File: src/rtl/fw_version_pkt_arbiter.sv
// Round-robin arbiter that hands the firmware version to one of two requesters per packet,
// serialising a 7-byte metadata packet. Define FW_VERSION_PKT_TIMEOUT_EN for the stall watchdog.
module fw_version_pkt_arbiter #(
  parameter logic [7:0]  SYNC_BYTE      = 8'hA5,
  parameter logic [7:0]  META_TYPE      = 8'h01,
  parameter int unsigned GAP_CYCLES     = 2,
  parameter int unsigned TIMEOUT_CYCLES = 1024
) (
  input  logic       i_clk,
  input  logic       i_reset,
  input  logic [1:0] i_req,
  output logic [1:0] o_gnt,
  output logic [1:0] o_done,
  input  logic [7:0] i_ver_major,
  input  logic [7:0] i_ver_minor,
  input  logic [7:0] i_ver_patch,
  output logic [7:0] o_m_data,
  output logic       o_m_valid,
  input  logic       i_m_ready,
  output logic       o_m_last,
  output logic       o_busy,
  output logic       o_abort
);

  typedef enum logic [1:0] {IDLE = 2'd0, SEND = 2'd1, GAP = 2'd2} state_t;

  localparam logic [3:0] GAP_LAST = 4'(GAP_CYCLES - 1);

  state_t     r_state, w_state;
  logic [2:0] r_idx, w_idx;
  logic       r_valid, w_valid;
  logic       r_id, w_id;
  logic       r_last_id, w_last_id;
  logic [7:0] r_major, w_major;
  logic [7:0] r_minor, w_minor;
  logic [7:0] r_patch, w_patch;
  logic [1:0] r_gnt, w_gnt;
  logic [1:0] r_done, w_done;
  logic [3:0] r_gap_cnt, w_gap_cnt;
  logic       w_arb;
  logic       w_win;
  logic       w_finish;
  logic [7:0] w_sum;
  logic [7:0] w_byte;

`ifdef FW_VERSION_PKT_TIMEOUT_EN
  localparam logic [15:0] STALL_LAST = 16'(TIMEOUT_CYCLES - 1);
  logic [15:0] r_stall, w_stall;
  logic        r_abort, w_abort;
`endif

  // Both requesting: serve whoever was not served last; otherwise the lone requester.
  assign w_win = (i_req == 2'b11) ? ~r_last_id : i_req[1];

  always_comb begin
    w_state   = r_state;
    w_idx     = r_idx;
    w_valid   = r_valid;
    w_id      = r_id;
    w_last_id = r_last_id;
    w_major   = r_major;
    w_minor   = r_minor;
    w_patch   = r_patch;
    w_gnt     = 2'b00;
    w_done    = 2'b00;
    w_gap_cnt = r_gap_cnt;
    w_arb     = 1'b0;
    w_finish  = 1'b0;
`ifdef FW_VERSION_PKT_TIMEOUT_EN
    w_stall   = r_stall;
    w_abort   = 1'b0;
`endif
    case (r_state)
      IDLE: w_arb = 1'b1;
      SEND: begin
        if (r_valid && i_m_ready) begin
`ifdef FW_VERSION_PKT_TIMEOUT_EN
          w_stall = 16'd0;
`endif
          if (r_idx == 3'd6) begin
            w_finish       = 1'b1;
            w_done[r_id]   = 1'b1;
          end else begin
            w_idx = r_idx + 3'd1;
          end
        end
`ifdef FW_VERSION_PKT_TIMEOUT_EN
        else if (r_valid) begin
          if (r_stall == STALL_LAST) begin
            w_finish = 1'b1;
            w_abort  = 1'b1;
            w_stall  = 16'd0;
          end else begin
            w_stall = r_stall + 16'd1;
          end
        end
`endif
      end
      // The final gap cycle arbitrates so the grant lands right after the last gap cycle.
      GAP: begin
        if (r_gap_cnt == GAP_LAST) begin
          w_arb = 1'b1;
        end else begin
          w_gap_cnt = r_gap_cnt + 4'd1;
        end
      end
      default: w_state = IDLE;
    endcase

    if (w_finish) begin
      w_valid   = 1'b0;
      w_gap_cnt = 4'd0;
      w_state   = (GAP_CYCLES == 0) ? IDLE : GAP;
    end

    if (w_arb) begin
      w_state = IDLE;
      if (|i_req) begin
        w_state      = SEND;
        w_gnt[w_win] = 1'b1;
        w_valid      = 1'b1;
        w_idx        = 3'd0;
        w_id         = w_win;
        w_last_id    = w_win;
        w_major      = i_ver_major;
        w_minor      = i_ver_minor;
        w_patch      = i_ver_patch;
      end
    end
  end

  always_ff @(posedge i_clk or posedge i_reset) begin
    if (i_reset) begin
      r_state   <= IDLE;
      r_idx     <= 3'd0;
      r_valid   <= 1'b0;
      r_id      <= 1'b0;
      r_last_id <= 1'b1;
      r_major   <= 8'd0;
      r_minor   <= 8'd0;
      r_patch   <= 8'd0;
      r_gnt     <= 2'b00;
      r_done    <= 2'b00;
      r_gap_cnt <= 4'd0;
`ifdef FW_VERSION_PKT_TIMEOUT_EN
      r_stall   <= 16'd0;
      r_abort   <= 1'b0;
`endif
    end else begin
      r_state   <= w_state;
      r_idx     <= w_idx;
      r_valid   <= w_valid;
      r_id      <= w_id;
      r_last_id <= w_last_id;
      r_major   <= w_major;
      r_minor   <= w_minor;
      r_patch   <= w_patch;
      r_gnt     <= w_gnt;
      r_done    <= w_done;
      r_gap_cnt <= w_gap_cnt;
`ifdef FW_VERSION_PKT_TIMEOUT_EN
      r_stall   <= w_stall;
      r_abort   <= w_abort;
`endif
    end
  end

  // Checksum makes all seven bytes sum to zero mod 256.
  assign w_sum = SYNC_BYTE + META_TYPE + {7'd0, r_id} + r_major + r_minor + r_patch;

  always_comb begin
    w_byte = 8'h00;
    case (r_idx)
      3'd0:    w_byte = SYNC_BYTE;
      3'd1:    w_byte = META_TYPE;
      3'd2:    w_byte = {7'd0, r_id};
      3'd3:    w_byte = r_major;
      3'd4:    w_byte = r_minor;
      3'd5:    w_byte = r_patch;
      3'd6:    w_byte = 8'h00 - w_sum;
      default: w_byte = 8'h00;
    endcase
  end

  assign o_gnt     = r_gnt;
  assign o_done    = r_done;
  assign o_m_valid = r_valid;
  assign o_m_data  = r_valid ? w_byte : 8'h00;
  assign o_m_last  = r_valid && (r_idx == 3'd6);
  assign o_busy    = (r_state != IDLE);
`ifdef FW_VERSION_PKT_TIMEOUT_EN
  assign o_abort   = r_abort;
`else
  assign o_abort   = 1'b0;
`endif

endmodule

File: config.mk
export PLATFORM = sky130hd
export DESIGN_NAME = fw_version_pkt_arbiter
export DESIGN_NICKNAME = d
export VERILOG_FILES = /design/src/rtl/fw_version_pkt_arbiter.sv
export SDC_FILE = /design/constraint.sdc
export NUM_CORES = 1
export LEC_CHECK = 0
export CELL_PAD_IN_SITES_DETAIL_PLACEMENT = 1
export CELL_PAD_IN_SITES_GLOBAL_PLACEMENT = 1
export CORE_UTILIZATION = 35
export CTS_CLUSTER_DIAMETER = 120
export CTS_CLUSTER_SIZE = 14
export DETAILED_ROUTE_END_ITERATION = 10
export PLACE_DENSITY = 0.71
export SYNTH_ARGS = -nofsm -noshare
export SYNTH_HDL_FRONTEND = slang
export SYNTH_SLANG_ARGS = --single-unit
File: constraint.sdc
create_clock -name i_clk -period 4.41 [get_ports i_clk]
set_input_delay 0.6615 -clock i_clk [delete_from_list [all_inputs] [get_ports i_clk]]
set_output_delay 0.6615 -clock i_clk [all_outputs]
set_load 0.005 [all_outputs]
==> reports/results.tsv <==
metric	value	unit
cp.required	3.75	ns
synth_ff_type	dfrtp_1	
die_w	87.7	um
cp_cell_sequence	inv_1 -> fa_2 -> fa_2 -> fa_2 -> ha_4 -> a211o_1 -> a21o_1 -> a2111oi_4 -> a211o_1 -> clkdlybuf4s50_1	
cts_htree_levels	2	
fmax	0.234	GHz
fin_crit_sh	96.8	%
die_area	7680	um2
ctsHoldBuffers	0	
cts.sinks	40	
critPathMaxFanout	3	
synth-edff-count	0	
wirelength	5.79	mm
clock_latency	0.29	ns
worstMarginPinSlew	0.744	ns
cts_tree	built	
cap_violations	0	
cts_buffers	5	
post_drt_wl_per_cell	15.4	um
path_common_cell	fa_2	
syn_area	2570	um2
layout_min_cycle_time	4.27	ns
grt_pass1_wl	9.73	mm
ys_ff_latch	40	
yosys-top-cells-area	dfrtp_1 (38%), ha_1 (9.3%), fa_1 (7.0%)	
grt_usage	16.6	%
status	finished clean	
grt_overflow	0	
cts.path.max_buffers	2	
stdcell_area	3230	um2
drc	0	
cpMaxStageDelayCell	clkdlybuf4s50_1	
syn_avg_cell_area	11.1	um2
antenna_found_initial	0	
rows	30	
endpoint_kind	output pin	
ioPinCount	45	
yosysMostFrequentCell	dfrtp_1	
portBuffers	43	
yosysSeqAreaShare	39.0	%
min_path_type	reg2reg	
netlist_top_cells_count	dfrtp_1 (39), inv_1 (30), ha_1 (19)	
crit_arrival	3.61	ns
synth.net_count	288	
ant_nets	0	
rsz0062_at_grt	no	
worst-setup-path-type	reg2out	
setup_viol	0	
yosys.area.top_type_share	38.0	%
grt_pass1_vias	1941	
dr.pass1.iters	4	
root_buffer	clkbuf_8	
postSynthCellCount	231	
synthArstFlopShare	100	%
drive_gt1_share	13.6	%
ys_warn_count	0	
grt_start_max_net_pins	41	
num_vias	1840	
finalNetCount	335	
critPathLaunchType	register	
max_slew_margin	50.4	%
clock_skew	0.00764	ns
ys_types	50	
dpl.hpwl	4.23	mm
hold_viol	0	
fp.dieH	87.7	um
slew_violations	0	
core-area	6940	um2
yosysTopAreaCell	dfrtp_1	
syn_to_final_growth	26.0	%
clkTransAtPathRegs	0.09	ns
start_util	37.0	%
routed_via_density	4.91	
gp_congestion	0.748	
placed_area	3090	um2
critical_path.max_stage_delay	0.50	ns
num_antenna_cells	0	
drt_iter0_drc	72	
==> repair_timing <==
| item | CTS | global route |
|---|---|---|
| pin swaps | 3 | 6 |
| gates resized for setup | 8 | 4 |
| endpoints found under the setup margin | 4 | 4 |
| buffers inserted | 1 | 0 |
==> layout make-up <==
class	count	area [um2]
Clock inverter	2	15.0
Clock buffer	6	82.6
Sequential cell	40	1000
Fill cell	758	3710
Timing Repair Buffer	50	484
Multi-Input combinational cell	150	1410
Tap cell	96	120
Inverter	31	116
==> cell families (layout without fill, tap and decap cells) <==
group / Yosys count / in the layout / share of synthesized area [%]
adder cells (fa/ha/maj): 28 / 28 / 16.3
AO/OA/AOI/OAI: 43 / 43 / 12.8
XOR/XNOR: 7 / 7 / 2.92
flip-flops: 40 / 40 / 39.0
multiplexers: 24 / 24 / 12.0
other: 1 / 1 / 0.146
AND/OR/NAND/NOR: 47 / 47 / 9.36
buffers and inverters: 41 / 89 / 7.50
==> placed cells by master, fill, tap and decap left out, drive strengths merged, types with 2 or more instances in the layout <==
master	n
clkdlybuf4s50	41
dfrtp	39
inv	30
mux2	24
ha	19
nor2	14
nand2	11
fa	9
o21ai	8
a21oi	8
nand3	7
buf	7
clkbuf	6
xor2	4
a21o	4
a222oi	4
nor2b	3
a211o	3
nand3b	2
xnor2	2
nand2b	2
and3	2
o31ai	2
a2bb2oi	2
a32oi	2
clkinvlp	2
o21a	2
==> sequential cells by signal, summed over array words and instances, names as in the netlist <==
register / count
o_done: 2
o_gnt: 2
o_m_valid: 1
r_gap_cnt: 4
r_id: 1
r_idx: 3
r_last_id: 1
r_major: 8
r_minor: 8
r_patch: 8
r_state: 2
==> worst paths after layout <==
check | from | end | slack [ns] | cells after the start
worst min register to register | r_last_id | r_last_id | 0.52 | 1
worst min-delay path | r_last_id | r_last_id | 0.52 | 1
min in group asynchronous | i_reset | r_idx[0] | 0.79 | 3
worst max register to register | r_gap_cnt[1] | r_patch[1] | 2.02 | 6
max in group asynchronous | i_reset | r_patch[6] | 3.25 | 3
worst max-delay path | r_minor[0] | o_m_data[7] | 0.14 | 10
==> critical path, delay by kind of cell (launching register included) <==
| kind | cells | cell delay [ns] |
|---|---|---|
| compound gates | 4 | 1.02 |
| fa+ha+maj | 4 | 1.40 |
| buf+inv | 2 | 0.56 |
| flops | 1 | 0.35 |
==> routing by layer <==
layer / wire, um / GRT usage [%]
met2: 2750 / 27.6
met5: 0 / 0
met4: 40 / 4.02
met3: 220 / 3.02
met1: 2780 / 22.6
==> metrics by stage <==
stage               cells   TNS, ns  hold slack, ns  setup WS (ns)  util (%)
global placement      366         0           0.506         0.0200      44.5
finish                375         0           0.522          0.140      46.6
detailed placement    366  -0.00983           0.510       -0.00983      44.5
global route          375         0           0.537         0.0155      46.6
CTS                   375         0           0.525        0.00380      46.3
floorplan             231         0           0.426          0.629         -
Power is not shown: default switching activity piles up to over one toggle a cycle in this logic, so the estimate is an artifact.
